`src/rtl/char_rot_pkg.sv`:
```
// rtl/char_rot_pkg.sv - shared types, widths and wrap arithmetic for char_rotator
package char_rot_pkg;

    // Width of one select code driving s2,s1,s0 of a downstream selector.
    localparam int SEL_WIDTH = 3;

    typedef enum logic [0:0] {
        STOP = 1'b0,
        RUN  = 1'b1
    } rot_state_e;

    // Wraps value into 0..num_disp-1. Callers only ever pass values in
    // -num_disp..2*num_disp-1 (offset+/-1 or index+offset), so a single
    // conditional add/subtract replaces a real modulo operator.
    function automatic logic [SEL_WIDTH-1:0] rot_mod(input int value, input int num_disp);
        int r;
        r = value;
        if (r >= num_disp) begin
            r = r - num_disp;
        end else if (r < 0) begin
            r = r + num_disp;
        end
        return SEL_WIDTH'(r);
    endfunction

endpackage

```
`src/rtl/rot_prescaler.sv`:
```
// rtl/rot_prescaler.sv - free-running advance prescaler, held at zero while disabled
module rot_prescaler #(
    parameter int PRESCALE = 50_000_000
) (
    input  logic Clock,
    input  logic Reset,
    input  logic en,
    output logic tick
);

    localparam int CNT_W = $clog2(PRESCALE);
    localparam logic [CNT_W-1:0] LAST = CNT_W'(PRESCALE - 1);

    logic [CNT_W-1:0] count;

    // Tick is combinational on the terminal count so the advance it causes
    // lands on the same edge that wraps the counter.
    assign tick = en && (count == LAST);

    // Count only while enabled; clearing while disabled makes every
    // enable start a fresh full period.
    always_ff @(posedge Clock or posedge Reset) begin
        if (Reset) begin
            count <= '0;
        end else if (!en || tick) begin
            count <= '0;
        end else begin
            count <= count + CNT_W'(1);
        end
    end

endmodule

```
`src/rtl/char_rotator.sv`:
```
// rtl/char_rotator.sv - scrolling select-code generator (optional macro ROT_STEP_SYNC_EN)
module char_rotator
    import char_rot_pkg::*;
#(
    parameter int NUM_DISP = 5,
    parameter int PRESCALE = 50_000_000
) (
    input  logic                          Clock,
    input  logic                          Reset,
    input  logic                          Run,
    input  logic                          Step,
    input  logic                          Dir,
    output logic [NUM_DISP*SEL_WIDTH-1:0] sel_bus,
    output logic [SEL_WIDTH-1:0]          offset,
    output logic                          adv
);

    rot_state_e           state;
    logic                 tick;
    logic                 step_req;
    logic                 advance;
    logic [SEL_WIDTH-1:0] offset_next;

    rot_prescaler #(
        .PRESCALE(PRESCALE)
    ) u_prescaler (
        .Clock(Clock),
        .Reset(Reset),
        .en   (state == RUN),
        .tick (tick)
    );

`ifdef ROT_STEP_SYNC_EN
    logic step_meta;
    logic step_sync;
    logic step_prev;

    // Two-flop synchroniser, rising-edge detect, then a registered request
    // so a press of any length yields exactly one advance three edges later.
    always_ff @(posedge Clock or posedge Reset) begin
        if (Reset) begin
            step_meta <= 1'b0;
            step_sync <= 1'b0;
            step_prev <= 1'b0;
            step_req  <= 1'b0;
        end else begin
            step_meta <= Step;
            step_sync <= step_meta;
            step_prev <= step_sync;
            step_req  <= step_sync & ~step_prev;
        end
    end
`else
    // Step is already a clean synchronous pulse; a held Step advances every cycle.
    assign step_req = Step;
`endif

    // Select the advance source for the current state and compute the next offset.
    always_comb begin
        advance     = 1'b0;
        offset_next = offset;
        if (state == RUN) begin
            advance = tick;
        end else begin
            advance = step_req;
        end
        if (advance) begin
            if (Dir) begin
                offset_next = rot_mod(int'(offset) - 1, NUM_DISP);
            end else begin
                offset_next = rot_mod(int'(offset) + 1, NUM_DISP);
            end
        end
    end

    // RUN/STOP follows the Run level; an advance decided this cycle is taken
    // regardless of the transition, so simultaneous events need no special case.
    always_ff @(posedge Clock or posedge Reset) begin
        if (Reset) begin
            state <= STOP;
        end else begin
            case (state)
                STOP:    if (Run)  state <= RUN;
                RUN:     if (!Run) state <= STOP;
                default: state <= STOP;
            endcase
        end
    end

    // Offset register and its one-cycle change strobe.
    always_ff @(posedge Clock or posedge Reset) begin
        if (Reset) begin
            offset <= '0;
            adv    <= 1'b0;
        end else begin
            offset <= offset_next;
            adv    <= advance;
        end
    end

    // Per-display select codes, registered from the next offset so they
    // change on the same edge as offset and adv.
    always_ff @(posedge Clock or posedge Reset) begin
        if (Reset) begin
            for (int i = 0; i < NUM_DISP; i++) begin
                sel_bus[i*SEL_WIDTH +: SEL_WIDTH] <= SEL_WIDTH'(i);
            end
        end else begin
            for (int i = 0; i < NUM_DISP; i++) begin
                sel_bus[i*SEL_WIDTH +: SEL_WIDTH] <= rot_mod(i + int'(offset_next), NUM_DISP);
            end
        end
    end

endmodule
```
`config.mk`:
```
export PLATFORM = sky130hd
export DESIGN_NAME = char_rotator
export DESIGN_NICKNAME = d
export VERILOG_FILES = /design/src/rtl/char_rot_pkg.sv /design/src/rtl/rot_prescaler.sv /design/src/rtl/char_rotator.sv
export SDC_FILE = /design/constraint.sdc
export NUM_CORES = 1
export LEC_CHECK = 0
export CAP_MARGIN = 20
export CORE_MARGIN = 2
export CORE_UTILIZATION = 40
export DETAILED_ROUTE_END_ITERATION = 7
export SLEW_MARGIN = 25
export SYNTH_ARGS = -nofsm -noshare
export SYNTH_HDL_FRONTEND = slang
export SYNTH_SLANG_ARGS = --single-unit
export TNS_END_PERCENT = 30
```
`constraint.sdc`:
```
create_clock -name Clock -period 3 [get_ports Clock]
set_clock_uncertainty 0.15 [all_clocks]
set_input_delay 0.9 -clock Clock [delete_from_list [all_inputs] [get_ports Clock]]
set_output_delay 0.9 -clock Clock [all_outputs]
set_load 0.01 [all_outputs]
```
==> key figures <==
Timing
  • Final setup viols: 0
  • FMAX: between 0.3 and 0.4 GHz
  • Slew headroom: 61.1%
  • RSZ-0062 raised after global routing: true
  • Pins Over Slew Limit: 0
  • Fin Hold WS: 0.306 ns
  • Least-Margin Pin Slew: 0.583 ns
  • Tmin final: 2.89 ns
  • Hold Vio Cnt, Final: 0
  • Post-route clock period utilization: between 90% and 100%
  • Setup TNS: 0 ns

Setup path
  • Required @ worst endpoint: slightly above 3 ns
  • Crit Path Category: flip-flop to flip-flop
  • Reg2reg setup slack: approximately 0.11 ns
  • CP top delay family: compound AO/OA/AOI/OAI gates
  • Cells along the critical path: inv_2 > ha_1 > a21bo_1 > o21a_1 > or3b_4 > a31oi_4 > inv_4 > ha_1 > a21oi_2 > a21oi_2 > a21o_1
  • Worst path max stage delay: approximately 0.46 ns
  • Stages on worst setup path: 11
  • Reg-to-Reg Start: offset[1]
  • Critical Path AT: 2.96 ns
  • Crit path from: offset[1]
  • Crit Reg-Reg Endpoint: sel_bus[9]
  • Crit Path Max Fanout: 5
  • CP Buf/Inv Count: 2
  • Worst Setup Start Kind: flip-flop
  • Reg2reg path depth: 11
  • Endpoint class of the critical path: flip-flop
  • Crit-path slowest cell: dfrtp_2

Power and ir drop
  • Combinational power share: approximately three fifths
  • IR drop worst, VDD: between 0.0005 and 0.0006 V
  • Switching share of total power: a little over a third
  • PwrDens: about 950 nW/um^2
  • Seq pwr share: 27.3%
  • Lkg Pwr: between 0.001 and 0.0015 uW
  • Clock share of power: between 10% and 20%
  • Pint: 2000 uW
  • Switching power: roughly 1100 uW

Yosys
  • Warnings, synthesis: 0
  • Mapped Cells: approximately 250
  • Top cell type's share of synthesized area: 40.5%
  • Count leader, synth: dfrtp_1
  • Post-Syn Area: about 2500 um^2
  • FFs w/ async S/R, synth: between 90% and 100%
  • Top FF cell, synth: dfrtp_1
  • Unique masters post-synth: 52
  • Most frequent cells after synthesis: dfrtp_1, nor2_1, ha_1, nand2_1
  • Yosys top cell by area: dfrtp_1
  • Ranking of synthesized cells by area: dfrtp_1, ha_1, dfstp_2
  • Post-synth EDFFs: 0
  • Post-synthesis sequential element count: between 40 and 50
  • Mapped Avg Cell Area: approximately 10 um^2
  • Post-Syn Nets: ~270
  • Post-synthesis sequential area ratio: between 40% and 50%

Detailed routing
  • # DRC: 0
  • Routed met1 length: approximately 2500 um
  • Drt initial violations: 85
  • Vias/cell: between 5 and 6
  • Wire length on met2: roughly 2500 um
  • WL met3: between 100 and 150 um
  • DR vias: between 1,500 and 2,000
  • Highest routed layer: met4
  • Drt first pass iters: 4
  • Drt wl/cell: 13.2 um
  • ANT nets after route: 0
  • Total wire length: ~5200 um

Clock network
  • TritonCTS clock tree: built
  • Cts bufs inserted: 5
  • Clock latency on the worst-skew pair: just under 0.3 ns
  • Hold Buf Count CTS: 0
  • Clock root cell: clkbuf_8
  • Clock sinks: 46
  • H-tree Lvls: 2
  • CTS max path bufs: 2
  • Clk slew on worst S/H paths: about 0.08 ns

Flow run
  • Max_cap viols: 0

Floorplanning
  • Initial Util: between 40% and 50%
  • Core area: about 6000 um^2
  • Die area: 6980 um^2
  • FP Rows: 28
  • Chip Height: 83.6 um
  • I/O pin count: 24
  • Horiz. Die Dim: around 84 um

Global route
  • Vias in the first global route: slightly below 2,000
  • Initial antenna violation count: 0
  • Grt ovf: 0
  • All-layer global routing usage: between 10% and 20%
  • Pin count of the biggest net entering global routing: 47
  • First-pass GRT wire length: 8990 um

Placed design
  • Port bufs: 23
  • Routability congestion estimate: between 0.8 and 0.9
  • DP HPWL: just under 4000 um
  • Dpl cell area: 3150 um^2

Layout
  • Nets: between 300 and 400
  • Share of cells above drive strength 1: between 20 and 30%
  • Design area: about 3300 um^2
  • N_diodes: 0
  • P&R area growth vs syn: 30.0%

Hold path
  • Worst hold path depth: 1
  • Hold Crit Endpoint: u_prescaler.count[0]
  • Hold_sp: u_prescaler.count[0]
  • Hold WC Path Type: flip-flop to flip-flop

Status
  • Status: finished clean
[layout by cell type (no fill, tap or decap), drive strengths merged, types with 3 or more instances in the layout]
| cell type | netlist | layout |
|---|---|---|
| nand3 | 9 | 9 |
| nor4 | 3 | 3 |
| nor3 | 5 | 5 |
| or3 | 4 | 4 |
| a21oi | 14 | 14 |
| nor2 | 33 | 33 |
| o21ai | 4 | 4 |
| clkdlybuf4s50 | 0 | 22 |
| dfrtp | 41 | 41 |
| a211oi | 3 | 3 |
| xnor2 | 14 | 14 |
| nand2 | 15 | 15 |
| a21o | 3 | 3 |
| clkbuf | 3 | 8 |
| dfstp | 5 | 5 |
| xor2 | 14 | 14 |
| ha | 15 | 15 |
| a31oi | 3 | 3 |
| buf | 2 | 44 |
| and3 | 3 | 3 |
| inv | 15 | 15 |
| nand4 | 7 | 7 |
[sequential cells by signal, indices dropped and copies added (netlist names)]
name and flops:
state 1, offset 3, sel_bus 15, adv 1
u_prescaler.count 26
[cells by family (layout without fill, tap and decap cells)]
kind of cell / Yosys count / count (layout) / share of synthesized area, %
AOI/OAI and AO/OA: 44 / 44 / 12.8
xor gates and xnor gates: 28 / 28 / 9.69
adders and majority gates: 16 / 16 / 8.21
buffers and inverters: 20 / 90 / 3.61
DFF: 46 / 46 / 45.7
muxes: 3 / 3 / 1.29
and+or+nand+nor: 91 / 91 / 18.7
[what timing repair did]
action	4_1_cts	5_1_grt
gates resized for setup	3	16
endpoints found under the hold margin	0	0
gates cloned	0	0
pin swaps	1	2
setup buffers	1	1
setup endpoints to repair	13	13
[power groups by stage]
stage | registers [uW] | logic, uW | clock network, uW
6_report | 855 | 1900 | 380
5_1_grt | 872 | 2100 | 421
4_1_cts | 852 | 1860 | 398
3_5_place_dp | 862 | 1850 | 0
3_3_place_gp | 867 | 1830 | 0
2_1_floorplan | 920 | 958 | 0
[worst max path at each step]
stage                             end
after floorplan           sel_bus[10]
after global placement     sel_bus[4]
after detailed placement   sel_bus[4]
after CTS                 sel_bus[11]
after global routing      sel_bus[10]
final                      sel_bus[9]
[layout make-up]
type	count	area, um^2
timing repair buffer	67	556
tap	75	93.8
sequential	46	1160
clock buffer	7	86.3
inverter	15	61.3
clock inverter	1	5.00
multi-input combinational	182	1330
fill	532	2740
[metal layers]
metal,up-vias,track usage [%]
met5,-,0
met4,0,3.67
met3,7,3.26
met2,32,24.5
met1,950,21.7
li1,1003,-
[through the flow]
| step | cells | worst slack [ns] | utilization (%) | power, uW |
|---|---|---|---|---|
| final | 393 | 0.110 | 54.6 | 3130 |
| after global routing | 393 | -0.0205 | 54.6 | 3390 |
| after detailed placement | 383 | -0.525 | 52.3 | 2710 |
| after CTS | 392 | 0.00972 | 54.0 | 3110 |
| after global placement | 383 | -0.478 | 52.3 | 2690 |
| after floorplan | 248 | 0.0000278 | - | 1880 |
[worst reg2reg max path: cells and delay by family (launching register included)]
| family | cells | cell delay [ns] |
|---|---|---|
| AO/OA/AOI/OAI | 6 | 1.10 |
| adder cells (fa/ha/maj) | 2 | 0.51 |
| flip-flops | 1 | 0.46 |
| AND/OR/NAND/NOR | 1 | 0.42 |
| buffers and inverters | 2 | 0.19 |
Note: power is estimated with default switching activity, not from simulation.
